[src/rtl/dump_pkg.sv]
// Shared types and constants for the ROM-to-UART dump engine.
// State encoding, sync byte and busy-rise timeout.
package dump_pkg;

  localparam logic [3:0] ST_IDLE    = 4'd0;
  localparam logic [3:0] ST_HDR     = 4'd1;
  localparam logic [3:0] ST_FETCH   = 4'd2;
  localparam logic [3:0] ST_LOAD    = 4'd3;
  localparam logic [3:0] ST_SEND    = 4'd4;
  localparam logic [3:0] ST_WAIT_HI = 4'd5;
  localparam logic [3:0] ST_WAIT_LO = 4'd6;
  localparam logic [3:0] ST_CSUM    = 4'd7;
  localparam logic [3:0] ST_FIN     = 4'd8;

  typedef enum logic [3:0] {
    IDLE    = ST_IDLE,
    HDR     = ST_HDR,
    FETCH   = ST_FETCH,
    LOAD    = ST_LOAD,
    SEND    = ST_SEND,
    WAIT_HI = ST_WAIT_HI,
    WAIT_LO = ST_WAIT_LO,
    CSUM    = ST_CSUM,
    FIN     = ST_FIN
  } state_e;

  typedef enum logic [1:0] {
    PH_HDR,
    PH_PAY,
    PH_CSUM
  } phase_e;

  localparam logic [7:0] SYNC_BYTE = 8'hA5;
  localparam int WAIT_HI_TIMEOUT = 4;

  function automatic logic [7:0] hdr_byte(
    input logic [1:0]  idx,
    input logic [15:0] len
  );
    case (idx)
      2'd0:    hdr_byte = SYNC_BYTE;
      2'd1:    hdr_byte = len[15:8];
      default: hdr_byte = len[7:0];
    endcase
  endfunction

endpackage

[src/rtl/rom_uart_dumper_if.sv]
// ROM read port and uart_send byte port of the dump engine.
// master = dump engine, slave = ROM / uart_send side.
interface rom_uart_dumper_if #(
  parameter int ADDR_W = 10,
  parameter int DATA_W = 8
);
  logic [ADDR_W-1:0] rom_addr;
  logic [DATA_W-1:0] rom_rdata;
  logic              uart_en;
  logic [7:0]        uart_din;
  logic              uart_busy;

  modport master (
    output rom_addr, uart_en, uart_din,
    input  rom_rdata, uart_busy
  );

  modport slave (
    input  rom_addr, uart_en, uart_din,
    output rom_rdata, uart_busy
  );
endinterface

[src/rtl/rom_read_pipe.sv]
// Marks the cycle in which rom_rdata belongs to the last issued address.
// One flop per cycle of ROM latency.
module rom_read_pipe #(
  parameter int LAT = 1
) (
  input  logic clk,
  input  logic rst_n,
  input  logic flush,
  input  logic issue,
  output logic valid
);

  logic [LAT-1:0] sr_q, sr_d;

  always_comb begin
    sr_d = LAT'({sr_q, issue});
    if (flush) sr_d = '0;
  end

  always_ff @(posedge clk) begin
    if (!rst_n) sr_q <= '0;
    else        sr_q <= sr_d;
  end

  assign valid = sr_q[LAT-1];

endmodule

[src/rtl/rom_uart_dumper.sv]
// Streams a ROM window to uart_send, MSB byte first,
// with optional A5/length header and trailing checksum.
import dump_pkg::*;

module rom_uart_dumper #(
  parameter int ADDR_W    = 10,
  parameter int DATA_W    = 8,
  parameter int ROM_LAT   = 1,
  parameter int HEADER_EN = 1,
  parameter int CSUM_EN   = 1
) (
  input  logic              clk,
  input  logic              rst_n,
  input  logic              start,
  input  logic              abort,
  input  logic [ADDR_W-1:0] base_addr,
  input  logic [ADDR_W:0]   num_words,
  rom_uart_dumper_if.master bus,
  output logic              busy,
  output logic              done,
  output logic [7:0]        csum
);

  localparam int BYTES = DATA_W / 8;
  localparam int BI_W  = (BYTES > 1) ? $clog2(BYTES) : 1;

  state_e            state_q, state_d;
  phase_e            phase_q, phase_d;
  logic [ADDR_W-1:0] base_q, base_d;
  logic [ADDR_W:0]   words_q, words_d;
  logic [ADDR_W:0]   widx_q, widx_d;
  logic [BI_W-1:0]   bidx_q, bidx_d;
  logic [1:0]        hidx_q, hidx_d;
  logic [2:0]        tmo_q, tmo_d;
  logic [DATA_W-1:0] shreg_q, shreg_d;
  logic [7:0]        csum_q, csum_d;
  logic              en_q, en_d;
  logic [7:0]        din_q, din_d;
  logic [ADDR_W-1:0] addr_q, addr_d;
  logic              busy_q, busy_d;
  logic              done_q, done_d;
  logic              issue_q, issue_d;

  logic              rd_valid;
  logic [15:0]       len;
  logic [ADDR_W:0]   widx_nxt;
  logic [DATA_W-1:0] sh_nxt;

  rom_read_pipe #(.LAT(ROM_LAT)) u_pipe (
    .clk   (clk),
    .rst_n (rst_n),
    .flush (abort),
    .issue (issue_q),
    .valid (rd_valid)
  );

  assign len      = 16'(32'(words_q) * BYTES);
  assign widx_nxt = widx_q + (ADDR_W+1)'(1);
  assign sh_nxt   = shreg_q << 8;

  always_comb begin
    state_d = state_q;
    phase_d = phase_q;
    base_d  = base_q;
    words_d = words_q;
    widx_d  = widx_q;
    bidx_d  = bidx_q;
    hidx_d  = hidx_q;
    tmo_d   = tmo_q;
    shreg_d = shreg_q;
    csum_d  = csum_q;
    en_d    = 1'b0;
    din_d   = din_q;
    addr_d  = addr_q;
    busy_d  = busy_q;
    done_d  = 1'b0;
    issue_d = 1'b0;
    if (abort) begin
      state_d = IDLE;
      busy_d  = 1'b0;
    end else begin
      unique case (state_q)
        IDLE: if (start) begin
          base_d  = base_addr;
          words_d = num_words;
          widx_d  = '0;
          bidx_d  = '0;
          hidx_d  = '0;
          csum_d  = '0;
          busy_d  = 1'b1;
          if (HEADER_EN != 0) begin
            state_d = HDR;
            phase_d = PH_HDR;
          end else if (num_words == '0) begin
            if (CSUM_EN != 0) state_d = CSUM;
            else              state_d = FIN;
          end else begin
            state_d = FETCH;
            phase_d = PH_PAY;
            addr_d  = base_addr;
            issue_d = 1'b1;
          end
        end
        HDR: if (!bus.uart_busy) begin
          state_d = SEND;
          en_d    = 1'b1;
          din_d   = hdr_byte(hidx_q, len);
        end
        FETCH: if (rd_valid) begin
          shreg_d = bus.rom_rdata;
          state_d = LOAD;
        end
        LOAD: if (!bus.uart_busy) begin
          state_d = SEND;
          en_d    = 1'b1;
          din_d   = shreg_q[DATA_W-1 -: 8];
          csum_d  = csum_q + shreg_q[DATA_W-1 -: 8];
        end
        SEND: begin
          state_d = WAIT_HI;
          tmo_d   = '0;
        end
        // A transmitter that never raises busy must not stall the dump
        WAIT_HI: begin
          if (bus.uart_busy || tmo_q == 3'(WAIT_HI_TIMEOUT - 1))
            state_d = WAIT_LO;
          else
            tmo_d = tmo_q + 3'd1;
        end
        WAIT_LO: if (!bus.uart_busy) begin
          unique case (phase_q)
            PH_HDR: begin
              if (hidx_q != 2'd2) begin
                hidx_d  = hidx_q + 2'd1;
                state_d = HDR;
              end else if (words_q == '0) begin
                if (CSUM_EN != 0) state_d = CSUM;
                else              state_d = FIN;
              end else begin
                phase_d = PH_PAY;
                state_d = FETCH;
                addr_d  = base_q;
                issue_d = 1'b1;
              end
            end
            PH_PAY: begin
              if (bidx_q != BI_W'(BYTES - 1)) begin
                bidx_d  = bidx_q + BI_W'(1);
                shreg_d = sh_nxt;
                state_d = SEND;
                en_d    = 1'b1;
                din_d   = sh_nxt[DATA_W-1 -: 8];
                csum_d  = csum_q + sh_nxt[DATA_W-1 -: 8];
              end else if (widx_nxt == words_q) begin
                if (CSUM_EN != 0) state_d = CSUM;
                else              state_d = FIN;
              end else begin
                widx_d  = widx_nxt;
                bidx_d  = '0;
                state_d = FETCH;
                addr_d  = base_q + widx_nxt[ADDR_W-1:0];
                issue_d = 1'b1;
              end
            end
            default: state_d = FIN;
          endcase
        end
        CSUM: if (!bus.uart_busy) begin
          phase_d = PH_CSUM;
          state_d = SEND;
          en_d    = 1'b1;
          din_d   = csum_q;
        end
        FIN: begin
          done_d  = 1'b1;
          busy_d  = 1'b0;
          state_d = IDLE;
        end
        default: state_d = IDLE;
      endcase
    end
  end

  always_ff @(posedge clk) begin
    if (!rst_n) begin
      state_q <= IDLE;
      phase_q <= PH_HDR;
      base_q  <= '0;
      words_q <= '0;
      widx_q  <= '0;
      bidx_q  <= '0;
      hidx_q  <= '0;
      tmo_q   <= '0;
      shreg_q <= '0;
      csum_q  <= '0;
      en_q    <= 1'b0;
      din_q   <= '0;
      addr_q  <= '0;
      busy_q  <= 1'b0;
      done_q  <= 1'b0;
      issue_q <= 1'b0;
    end else begin
      state_q <= state_d;
      phase_q <= phase_d;
      base_q  <= base_d;
      words_q <= words_d;
      widx_q  <= widx_d;
      bidx_q  <= bidx_d;
      hidx_q  <= hidx_d;
      tmo_q   <= tmo_d;
      shreg_q <= shreg_d;
      csum_q  <= csum_d;
      en_q    <= en_d;
      din_q   <= din_d;
      addr_q  <= addr_d;
      busy_q  <= busy_d;
      done_q  <= done_d;
      issue_q <= issue_d;
    end
  end

  assign bus.rom_addr = addr_q;
  assign bus.uart_en  = en_q;
  assign bus.uart_din = din_q;
  assign busy         = busy_q;
  assign done         = done_q;
  assign csum         = csum_q;

endmodule

[src/flat_wrapper.sv]
// flat-port wrapper written by rule: the top's interface ports become plain ports
module rom_uart_dumper_flat 
#(
  parameter int ADDR_W    = 10,
  parameter int DATA_W    = 8,
  parameter int ROM_LAT   = 1,
  parameter int HEADER_EN = 1,
  parameter int CSUM_EN   = 1
)
  (clk, rst_n, start, abort, base_addr, num_words, busy, done, csum, bus_rom_addr, bus_uart_en, bus_uart_din, bus_rom_rdata, bus_uart_busy);
  rom_uart_dumper_if #(.ADDR_W(ADDR_W), .DATA_W(DATA_W)) bus_i ();
  input  logic clk;
  input  logic rst_n;
  input  logic start;
  input  logic abort;
  input  logic [ADDR_W-1:0] base_addr;
  input  logic [ADDR_W:0] num_words;
  output logic busy;
  output logic done;
  output logic [7:0] csum;
  output wire logic [$bits(bus_i.rom_addr)-1:0] bus_rom_addr;
  output wire logic [$bits(bus_i.uart_en)-1:0] bus_uart_en;
  output wire logic [$bits(bus_i.uart_din)-1:0] bus_uart_din;
  input wire logic [$bits(bus_i.rom_rdata)-1:0] bus_rom_rdata;
  input wire logic [$bits(bus_i.uart_busy)-1:0] bus_uart_busy;
  assign bus_rom_addr = bus_i.rom_addr;
  assign bus_uart_en = bus_i.uart_en;
  assign bus_uart_din = bus_i.uart_din;
  assign bus_i.rom_rdata = bus_rom_rdata;
  assign bus_i.uart_busy = bus_uart_busy;
  rom_uart_dumper #(.ADDR_W(ADDR_W), .DATA_W(DATA_W), .ROM_LAT(ROM_LAT), .HEADER_EN(HEADER_EN), .CSUM_EN(CSUM_EN)) u_core (.clk(clk), .rst_n(rst_n), .start(start), .abort(abort), .base_addr(base_addr), .num_words(num_words), .bus(bus_i), .busy(busy), .done(done), .csum(csum));
endmodule
[config.mk]
export PLATFORM = sky130hd
export DESIGN_NAME = rom_uart_dumper_flat
export DESIGN_NICKNAME = d
export VERILOG_FILES = /design/src/rtl/dump_pkg.sv /design/src/rtl/rom_uart_dumper_if.sv /design/src/rtl/rom_read_pipe.sv /design/src/rtl/rom_uart_dumper.sv /design/src/flat_wrapper.sv
export SDC_FILE = /design/constraint.sdc
export NUM_CORES = 1
export LEC_CHECK = 0
export CAP_MARGIN = 20
export CORE_ASPECT_RATIO = 0.7
export CORE_MARGIN = 4
export CORE_UTILIZATION = 45
export CTS_BUF_LIST = sky130_fd_sc_hd__clkbuf_8 sky130_fd_sc_hd__clkbuf_16
export CTS_CLUSTER_SIZE = 30
export DETAILED_ROUTE_END_ITERATION = 10
export GPL_ROUTABILITY_DRIVEN = 1
export GPL_TIMING_DRIVEN = 0
export PLACE_DENSITY = 0.64
export SLEW_MARGIN = 5
export SYNTH_ARGS = -nofsm -noshare
export SYNTH_HDL_FRONTEND = slang
export SYNTH_SLANG_ARGS = --single-unit
[constraint.sdc]
create_clock -name clk -period 3.16 [get_ports clk]
set_clock_uncertainty 0.2 [all_clocks]
set_input_delay 0.948 -clock clk [delete_from_list [all_inputs] [get_ports clk]]
set_output_delay 0.948 -clock clk [all_outputs]
set_load 0.02 [all_outputs]
## Yosys cells after proc, flatten, opt, wreduce, memory -nomap -nowiden

Index checks and enable logic that the tools add are counted.

- Muxes and demuxes: 66
- Add/subtract/negate cells: 6
- Div/mod/pow operators: 0
- Reductions and logical operators: 28
- $mul: 0
- Bitwise logic cells: 4
- Shift-type cells: 0
- Equality and inequality tests: 34
- Order comparisons: 0

Operators by type and width:

| cell | number |
|---|---|
| $mux 8 | 9 |
| $mux 11 | 5 |
| $pmux 8 s2 | 3 |
| $mux 10 | 4 |
| $ne 2x2->1 const B | 18 |
| $pmux 8 s4 | 1 |
| $mux 4 | 7 |
| $pmux 4 s6 | 1 |
| $reduce_and 8->1 | 3 |
| $pmux 11 s2 | 1 |
| $pmux 10 s2 | 1 |
| $mux 2 | 9 |
| $eq 4x3->1 const B | 4 |
| $mux 1 | 14 |
| $reduce_and 6->1 | 2 |
| $reduce_bool 2->1 | 6 |
| $add 11x1->11 const B | 1 |
| $eq 11x11->1 | 1 |
| $logic_not 11->1 | 1 |
| $add 10x10->10 | 1 |
| $reduce_and 5->1 | 2 |
| $mux 3 | 3 |
| $add 8x8->8 | 1 |
| $eq 4x2->1 const B | 2 |
| other kinds (26) | 38 |

- Memories kept: 0
- Bits in registers: 83
- Bits in writable memories: 0
- Input port bits: 34
- ROM bits: 0
- Word-level logic and storage cells: 155
- Bits in latches: 0

## Depth between registers and ports, before layout

- Depth after elaboration: 7
- Mapped depth: 13

## Modules after synthesis

A second synthesis with hierarchy kept.

- Cell total of the unflattened synthesis: 622
- Area, all modules: 4973.5 um^2

By module, submodules not included:

| module | area an instance (um^2) | sequential area each (um^2) | cells each | times used |
|---|---|---|---|---|
| rom_uart_dumper | 4944.7 | 1621.6 | 620 | 1 |
| rom_read_pipe | 28.8 | 20.0 | 2 | 1 |

## Least setup slack after synthesis

No wires, ideal clock.

- Kind: register to register
- Start point: reg u_core.widx_q[0]
- End point: reg u_core.addr_q[9], in the netlist u_core.bus.rom_addr[9]
- Required time: 2.874 ns
- Data arrival time: 2.550 ns
- Setup slack: 0.324 ns
- Stages on the path, launching flop included: 13
- Path through: dfxtp_1 > ha_1 > nand3_1 > xor2_1 > inv_1 > ha_1 > nand3_1 > o2111ai_1 > o21ai_0 > and3_1 > o21a_1 > xnor2_1 > a211oi_1

- Word-level cells in the longest chain between the ends: 5
- Elaborated cells between the ends (all ways): 8
- Those cells by class: 2 x add/sub; 2 x eq/ne; 3 x mux; 1 x reduce/logical

RTL lines:

| item | RTL line | RTL |
|---|---|---|
| from (decl) | rom_uart_dumper.sv:31 | `logic [ADDR_W:0] widx_q, widx_d;` |
| from (signal assigned) | rom_uart_dumper.sv:207 | `widx_q <= widx_d;` |
| $add 11x1->11 * | rom_uart_dumper.sv:58 | `assign widx_nxt = widx_q + (ADDR_W+1)'(1);` |
| $add 10x10->10 | rom_uart_dumper.sv:161 | `addr_d = base_q + widx_nxt[ADDR_W-1:0];` |
| $mux 10 | rom_uart_dumper.sv:154 | `end else if (widx_nxt == words_q) begin` |
| $mux 10 | rom_uart_dumper.sv:147 | `if (bidx_q != BI_W'(BYTES - 1)) begin` |
| $pmux 10 s2 | rom_uart_dumper.sv:131 | `unique case (phase_q)` |
| to (signal assigned) | rom_uart_dumper.sv:215 | `addr_q <= addr_d;` |
| to (decl) | rom_uart_dumper.sv:39 | `logic [ADDR_W-1:0] addr_q, addr_d;` |

Mark *: on every way between the ends. The rest lies on a longest branch, timed or not. The select of a mux whose other input is x is not followed.
A chain may end at the register's enable or synchronous reset.

## Final worst setup path

- Start point: reg u_core.widx_q[0]
- End point: reg u_core.widx_q[4]

- Word-level cells in the longest chain between the ends: 6
- Elaborated cells between the ends (all ways): 9
- Those cells by class: 1 x add/sub; 2 x eq/ne; 5 x mux; 1 x reduce/logical

RTL lines:

| item | RTL line | RTL |
|---|---|---|
| $add 11x1->11 * | rom_uart_dumper.sv:58 |  |
| $mux 11 | rom_uart_dumper.sv:154 |  |
| $mux 11 | rom_uart_dumper.sv:147 |  |
| $mux 11 | rom_uart_dumper.sv:131 |  |
| $mux 11 | rom_uart_dumper.sv:130 | `WAIT_LO: if (!bus.uart_busy) begin` |
| $pmux 11 s2 | rom_uart_dumper.sv:82 | `unique case (state_q)` |

Marked as above.

==> out/qor.txt <==
Power per cell area - 400 nW/µm²
Syn Inst Count - 601
Die width - 131 µm
Insertion delay to the later sink of the worst-skew pair - 0.34 ns
GPL Wtd Cong - 0.928
Vias in the first global route - 4383
Setup ws final - 0.0775 ns
Final min period - 3.08 ns
Avg WL per Cell - 17.4 µm
CP Launch Point - u_core.widx_q[0]$_SDFFE_PN0P_
First-pass GRT wire length - 22800 µm
Diode count - 0
Leakage - 2.21 nW
Row cnt - 31
Initial antenna violation count - 0
Die Ht - 94.2 µm
Ratio of cells with drive above 1 in the final layout - 9.45%
Die ar. - 12400 µm²
Top FF cell, synth - dfxtp_1
Sink Count - 82
I/O pin total - 63
Max rail drop VDD - 0.291 mV
Place WS - -0.339 ns
Yosys cell types - 65
Starting Density - 46.1%
# hold bufs at CTS - 0
Worst-path clk slew - 0.06 ns
Max_cap viols - 0
Worst Path Arrival - 3.15 ns
CP delay by family, top - simple AND/OR/NAND/NOR gates
Worst slew margin - 49.6%
Post-synthesis sequential area ratio - 34.4%
Gr usage total - 22.8%
GRT overflow - 0
CP endpoint kind - flip-flop
Syn_nets - 659
Final Hold Vio Count - 0
Final worst-path cycle share - 97.5%
Design Area, Final - 6040 µm²
Flop and latch count out of synthesis - 82
1st-pass router iterations - 5
CP Max Fanout - 8
DR iter-0 viols - 418
Max Slew Vio Count - 0
Slowest stage delay, CP - 0.52 ns
Via density - 5.84
HP Class - reg2reg
Port bufs - 61
Outcome - completed
Post-Syn Area - 4780 µm²
Root Buffer - clkbuf_16
Hold path start - u_core.issue_q$_SDFF_PP0_
CP startpoint kind - flip-flop
Detail Placement HPWL - 10800 µm
Worst EP required - 3.23 ns
Clk buf depth - 2
Crit path max-delay cell type - or4b_4
Htree depth - 3
WL final - 14300 µm
Area after DPL - 5560 µm²
FFs w/ async S/R, synth - 0%
FMAX - 0.324 GHz
Finished Core Util - 58.4%
Non-Filler Instances - 820
Area growth from synthesis to layout - 26.6%
Largest net degree at the start of global routing - 14
Worst R2R Start - u_core.widx_q[0]$_SDFFE_PN0P_
Ys Warns - 0
Worst path buffer plus inverter count - 3
Cell total after placement - 795
Critical path, cell by cell - ha_4 -> nand4_1 -> buf_4 -> buf_4 -> a211o_1 -> nand4_1 -> or4b_4 -> or2_4 -> a311oi_4 -> buf_6 -> o2bb2ai_1
Via count - 4787
Number of setup violations in the final report - 0
Synthesized area per cell - 7.95 µm²
Core ar. - 10400 µm²
CTS Buf Count - 9
ANT nets after route - 0
Drt drc - 0
EDFF count, synth - 0
Crit path kind - reg2reg
Nets - 741
Worst slew pin tran - 0.753 ns
CTS tree - done
[layout by cell type, fill, tap and decap left out, types with 7 or more instances in the layout]
cell type / count
nand2_1: 90
dfxtp_1: 80
a21oi_1: 72
clkdlybuf4s50_1: 61
nor2_1: 32
nand3_1: 31
clkbuf_1: 25
inv_1: 19
ha_1: 18
xnor2_1: 17
o21ai_0: 14
buf_4: 11
nor3_1: 11
a211oi_1: 11
a21o_1: 11
nand4_1: 9
or3_1: 9
nor2b_1: 9
clkbuf_16: 9
a222oi_1: 8
nand2b_1: 7
nor4_1: 7
o211ai_1: 7
[cell usage after synthesis, drive strengths merged, types with 9 or more instances]
cell type	count	share of area [%]
a211oi	11	1.7
a21o	11	1.7
a21oi	73	7.6
buf	10	1.3
clkbuf	28	2.2
dfxtp	82	34
ha	22	5.8
inv	18	1.4
nand2	91	7.2
nand3	31	3.2
nand4	9	1.2
nor2	33	2.6
nor2b	10	1.3
nor3	13	1.7
o21ai	18	1.9
or3	9	1.2
xnor2	17	3.1
[through the flow]
stage          TNS [ns]  total power, mW  hold WS [ns]
2_1_floorplan         0             1.27         0.206
3_3_place_gp      -9.91             1.38         0.242
3_5_place_dp      -5.99             1.39         0.246
4_1_cts               0             2.41         0.264
5_1_grt          -0.206             2.51         0.278
6_report              0             2.42         0.261
[path summary, 6_finish.rpt]
kind,end,slack (ns),cells after the start
setup / recovery,u_core.widx_q[4]$_SDFFE_PN0P_,0.08,11
hold / removal,u_core.u_pipe.valid$_SDFF_PP0_,0.26,1
setup reg to reg,u_core.widx_q[4]$_SDFFE_PN0P_,0.08,11
hold reg to reg,u_core.u_pipe.valid$_SDFF_PP0_,0.26,1
[power breakdown]
part | switching, mW | total (mW) | leakage (nW) | internal, mW
Clock | 0.427 | 1.03 | 0.144 | 0.603
Combinational | 0.172 | 0.301 | 1.41 | 0.129
Sequential | 0.0288 | 1.09 | 0.665 | 1.06
Total | 0.628 | 2.42 | 2.21 | 1.79
[layer usage]
metal	wire length (µm)	up-vias	share of wire, %	global-route usage (%)
li1	-	2355	-	-
met1	7130	2264	50	33.5
met2	6040	153	42	33.7
met3	961	15	6.7	4.98
met4	159	0	1.1	6.21
met5	0	-	0	0
[area by class of cell]
| type | count | area, µm² |
|---|---|---|
| clock buffer | 9 | 225 |
| clock inverter | 7 | 62.6 |
| multi-input combinational | 463 | 3010 |
| fill | 982 | 4310 |
| sequential | 82 | 1650 |
| buffer | 37 | 165 |
| inverter | 18 | 67.6 |
| tap | 132 | 165 |
| timing repair buffer | 72 | 699 |
[worst register-to-register path: stages, from the launching register on]
cell and delay (ns):
dfxtp_4 0.38, ha_4 0.19, nand4_1 0.22, buf_4 0.17, buf_4 0.09, a211o_1 0.08, nand4_1 0.11, or4b_4 0.52
or2_4 0.31, a311oi_4 0.45, buf_6 0.19, o2bb2ai_1 0.11
[flip-flops by register name, summed over array words and instances (netlist names)]
register	count
u_core.phase_q	2
u_core.bus.rom_addr	10
u_core.csum	8
u_core.bus.uart_en	1
u_core.widx_q	11
u_core.state_q	4
u_core.busy	1
u_core.tmo_q	3
u_core.issue_q	1
u_core.done	1
u_core.bus.uart_din	8
u_core.shreg_q	8
u_core.base_q	10
u_core.u_pipe.valid	1
u_core.hidx_q	2
u_core.words_q	11
[cells by family (layout without fill, tap and decap cells)]
| logic type | Yosys count | in the layout | synth area share (%) |
|---|---|---|---|
| mux | 6 | 6 | 1.28 |
| simple gates | 238 | 238 | 24.7 |
| buf+inv | 56 | 143 | 4.90 |
| compound gates | 171 | 171 | 23.8 |
| fa+ha+maj | 24 | 24 | 6.60 |
| flops | 82 | 82 | 34.4 |
| xor+xnor | 24 | 24 | 4.40 |
[what timing repair did]
action	CTS	global route
setup endpoints to repair	21	22
resized for setup	6	24
buffers inserted	2	6
cloned	0	1
endpoints found under the hold margin	0	0
pin swaps	3	5
No activity file was read; power rests on OpenSTA's default activity.
==> edit 1: new RTL, same flow settings <==
`HEADER_EN` is set to 1 in 2 places; all go to 0.
--- a/src/rtl/rom_uart_dumper.sv
+++ b/src/rtl/rom_uart_dumper.sv
@@ -7,5 +7,5 @@
   parameter int DATA_W    = 8,
   parameter int ROM_LAT   = 1,
-  parameter int HEADER_EN = 1,
+  parameter int HEADER_EN = 0,
   parameter int CSUM_EN   = 1
 ) (
--- a/src/flat_wrapper.sv
+++ b/src/flat_wrapper.sv
@@ -5,5 +5,5 @@
   parameter int DATA_W    = 8,
   parameter int ROM_LAT   = 1,
-  parameter int HEADER_EN = 1,
+  parameter int HEADER_EN = 0,
   parameter int CSUM_EN   = 1
 )
Check against the original RTL: not equivalent (Yosys sat finds a counterexample within 4 cycles, from zero or initial values and one cycle with rst_n low).
==> edit 1 against the unedited design <==
The flow now finishes with violations (setup timing); routed wire length is 21% higher; sequential cell count stayed put; count of clock-buffer cells in the layout unchanged; total power grew 0.58%; design area grew 11%; final cell count up 10%; critical path depth grew 2; highest routed layer unchanged; setup slack worse by 0.13 ns; area after synthesis rose by 7.0%.
==> edit 1: results (changes against the unedited design) <==
INFO  metric worst_slew_pin_slew = 0.833 ns (+0.0798 ns)
INFO  metric worst_r2r_endpoint = u_core.bus.rom_addr[9]$_SDFFE_PN0P_
INFO  metric vias_in_the_first_global_route = 4,848 (+11%)
INFO  metric routed_length_per_instance = 19.2 microns (+9.9%)
INFO  metric timing.critical_path.slowest_cell_delay = 0.49 ns (-0.03 ns)
INFO  metric synth.yosys.seq_area_share = 32.1% (-2.2 points)
INFO  metric pin_count_of_the_biggest_net_entering_global_routing = 15 (+1)
INFO  metric reg2regPathDepth = 13 (+2)
INFO  metric min_to = u_core.bus.rom_addr[4]$_SDFFE_PN0P_
INFO  metric grt_use_met2 = 34.7% (+1.1 points)
INFO  metric setup_viol = 1 (+1)
INFO  metric maximum_vdd_drop = 0.269 mV (-7.6%)
INFO  metric wl_met1 = 8160 microns (+14%)
INFO  metric worst-path-max-fanout = 5 (-3)
INFO  metric dr.first_iter.drc_count = 643 (+54%)
INFO  metric switchingPower = 647 uW (+3.1%)
INFO  metric wl_met3 = 1620 microns (+69%)
INFO  metric synth.area.top_cells = sky130_fd_sc_hd__dfxtp_1 32%, sky130_fd_sc_hd__nand2_1 6.4%, sky130_fd_sc_hd__a21oi_1 6.2%
INFO  metric hold_critical_path_depth = 2 (+1)
INFO  metric grtUsageTotal = 25.2% (+2.4 points)
INFO  metric run_status = finished with violations
INFO  metric worst_setup_path_endpoint = u_core.bus.rom_addr[9]$_SDFFE_PN0P_
INFO  metric violated_checks = setup timing
INFO  metric worst_hold_slack = 0.263 ns (+0.00183 ns)
INFO  metric hp-start = u_core.bus.rom_addr[4]$_SDFFE_PN0P_
INFO  metric final_cells = 902 (+10%)
INFO  metric crit_arrival = 3.29 ns (+0.14 ns)
INFO  metric synth.net_count = 699 (+6.1%)
INFO  metric detail_route.vias_per_cell = 5.90 (+1.0%)
INFO  metric post_synthesis_average_cell_area = 7.97 sq um (+0.32%)
INFO  metric sum_of_net_half_perimeters_after_detailed_placement = 12,500 microns (+16%)
INFO  metric placedCellCount = 854 (+7.4%)
INFO  metric final.setup.worst_slack = -0.0538 ns (-0.131 ns)
INFO  metric fraction_of_layout_instances_using_a_drive_strength_above_1 = 14.3% (+4.8 points)
-- edit 1: cell types whose count changed after synthesis, sizes merged, moves of 6 or more --
cell,unedited run,this run
a211oi,11,5
mux2i,5,28
a222oi,8,0
nor4,8,15
o21ai,18,30
a21oi,73,65
nor2,33,46
nor2b,10,4
-- edit 1: cell type report --
cell class                 count  area (sq um)
inverter                      20          75.1
buffer                        43           221
timing repair buffer          92           843
sequential                    82          1650
clock inverter                 7          70.1
tap                          153           191
fill                         983          4320
clock buffer                   9           225
multi-input combinational    496          3450
-- edit 1: kinds of logic after synthesis --
logic type,Yosys count,share of synthesized area (%)
DFF,82,32.1
adders and majority gates,24,6.17
buffers and inverters,63,5.29
xor gates and xnor gates,29,5.24
muxes,28,5.48
and+or+nand+nor,245,23.6
AOI/OAI and AO/OA,170,22.1
-- edit 1: repair_timing --
item / CTS / global route
setup buffers: 12 / 18
endpoints found under the setup margin: 11 / 21
pin swaps: 13 / 19
gates cloned: 0 / 1
gates resized for setup: 25 / 31
hold buffers: 0 / 0
==> edit 2: new RTL, same settings <==
Without the edit above. Take the reset off `words_q`, `shreg_q`, `csum_q`, `din_q` and `addr_q` and load them in a clocked block of their own.
--- a/src/rtl/rom_uart_dumper.sv
+++ b/src/rtl/rom_uart_dumper.sv
@@ -187,14 +187,9 @@
       phase_q <= PH_HDR;
       base_q  <= '0;
-      words_q <= '0;
       widx_q  <= '0;
       bidx_q  <= '0;
       hidx_q  <= '0;
       tmo_q   <= '0;
-      shreg_q <= '0;
-      csum_q  <= '0;
       en_q    <= 1'b0;
-      din_q   <= '0;
-      addr_q  <= '0;
       busy_q  <= 1'b0;
       done_q  <= 1'b0;
@@ -204,18 +199,21 @@
       phase_q <= phase_d;
       base_q  <= base_d;
-      words_q <= words_d;
       widx_q  <= widx_d;
       bidx_q  <= bidx_d;
       hidx_q  <= hidx_d;
       tmo_q   <= tmo_d;
-      shreg_q <= shreg_d;
-      csum_q  <= csum_d;
       en_q    <= en_d;
-      din_q   <= din_d;
-      addr_q  <= addr_d;
       busy_q  <= busy_d;
       done_q  <= done_d;
       issue_q <= issue_d;
     end
+  end
+
+  always_ff @(posedge clk) begin
+    words_q <= words_d;
+    shreg_q <= shreg_d;
+    csum_q  <= csum_d;
+    din_q   <= din_d;
+    addr_q  <= addr_d;
   end
 
Formal check against the unedited RTL: differs if rst_n is asserted again (counterexample within 4 cycles, from zero or initial values and one cycle with rst_n low); with rst_n held inactive, the same outputs for 10 cycles.
==> edit 2 against the unedited design <==
The flow now finishes with violations (setup timing); first-iteration DRC count increased by 10%; total power is 0.91% higher; setup slack got worse by 0.12 ns; routed wire length down 6.7%; sequential cell count is the same; die area rose by 0.80%; design area increased by 1.6%; clock power is 8% higher; area after synthesis rose by 0.86%; core utilization increased by 0.72 points; highest routed layer unchanged.
==> edit 2: results (changes against the unedited design) <==
INFO  metric hp-start = u_core.tmo_q[2]$_SDFFE_PN0P_
INFO  metric detail_route.vias_per_cell = 5.80 (-0.60%)
INFO  metric sum_of_net_half_perimeters_after_detailed_placement = 9690 microns (-9.8%)
INFO  metric final.setup.worst_slack = -0.0387 ns (-0.116 ns)
INFO  metric post_dp_cell_area = 5630 sq um (+1.3%)
INFO  metric fill_cells = 908 (-7.5%)
INFO  metric fraction_of_layout_instances_using_a_drive_strength_above_1 = 11.0% (+1.6 points)
INFO  metric layout.sequential_cells = 82 (unchanged)
INFO  metric multi_input_cells = 399 (-14%)
INFO  metric inverters_excl_clock = 19 (+1)
INFO  metric min_to = u_core.tmo_q[2]$_SDFFE_PN0P_
INFO  metric setup_viol = 10 (+10)
INFO  metric vias_in_the_first_global_route = 4,172 (-4.8%)
INFO  metric worst_setup_path_endpoint = u_core.bus.rom_addr[9]$_DFFE_PP_
INFO  metric pin_count_of_the_biggest_net_entering_global_routing = 22 (+8)
INFO  metric utilization_after_layout = 59.1% (+0.72 points)
INFO  metric io_buffers = 60 (-1.6%)
INFO  metric synth.area.mux_share = 0.649% (-0.63 points)
INFO  metric layout.nonclk_buf_share = 13.0% (-1.3 points)
INFO  metric cpMaxStageDelayCell = sky130_fd_sc_hd__or4_4
INFO  metric synthXorXnorAreaFrac = 6.29% (+1.9 points)
INFO  metric post_synth_fa_ha_maj_area_fraction = 6.55% (-0.057 points)
INFO  metric area_delta_synth_final = 27.5%
INFO  metric cellPowerDensity = 397 nW/um^2 (-0.69%)
INFO  metric synth_top_cells_by_count = 68 x sky130_fd_sc_hd__nand2_1, 45 x sky130_fd_sc_hd__edfxtp_1, 37 x sky130_fd_sc_hd__a21oi_1, 37 x sky130_fd_sc_hd__dfxtp_1, 35 x sky130_fd_sc_hd__nor2_1
INFO  metric run_status = finished with violations
INFO  metric synth.area.top_cells = sky130_fd_sc_hd__edfxtp_1 28%, sky130_fd_sc_hd__dfxtp_1 15%, sky130_fd_sc_hd__ha_1 5.7%
INFO  metric violated_checks = setup timing
INFO  metric switchingPower = 546 uW (-13%)
INFO  metric leakage = 0.00231 uW (+4.5%)
INFO  metric final-clk-cell-share = 5.21% (+0.45 points)
INFO  metric crit_arrival = 3.06 ns (-0.09 ns)
INFO  metric final.clkbuf_count = 13 (+4)
INFO  metric area.share.sequential = 34.2% (+7.0 points)
INFO  metric reg2regPathDepth = 10 (-1)
INFO  metric worst_hold_slack = 0.270 ns (+0.00900 ns)
INFO  metric synth.yosys.seq_area_share = 43.4% (+9.1 points)
INFO  metric synth_compound_gate_area_share = 17.6% (-6.2 points)
INFO  metric number_of_enable_type_register_cells_in_the_synthesized_netlist = 45 (+45)
==> edit 2: routing by layer <==
layer,vias to the layer above,part of all wire [%],track usage [%]
li1,2036,-,-
met5,-,0,0
met2,176,43,31.0
met1,2071,48,30.5
met3,17,7.2,5.27
met4,0,1.3,7.34
==> edit 2: repair_timing <==
| item | in CTS | in global routing |
|---|---|---|
| pin swaps | 6 | 4 |
| buffers inserted | 10 | 1 |
| gates resized for setup | 16 | 13 |
| setup endpoints to repair | 43 | 26 |
| cloned | 1 | 0 |
==> edit 2: power by group through the flow <==
stage / combinational (uW) / sequential (uW) / clock, uW
floorplan: 85.9 / 1180 / 0
global placement: 165 / 1180 / 0
detailed placement: 169 / 1180 / 0
CTS: 172 / 1160 / 1130
global route: 187 / 1160 / 1170
finish: 172 / 1160 / 1110
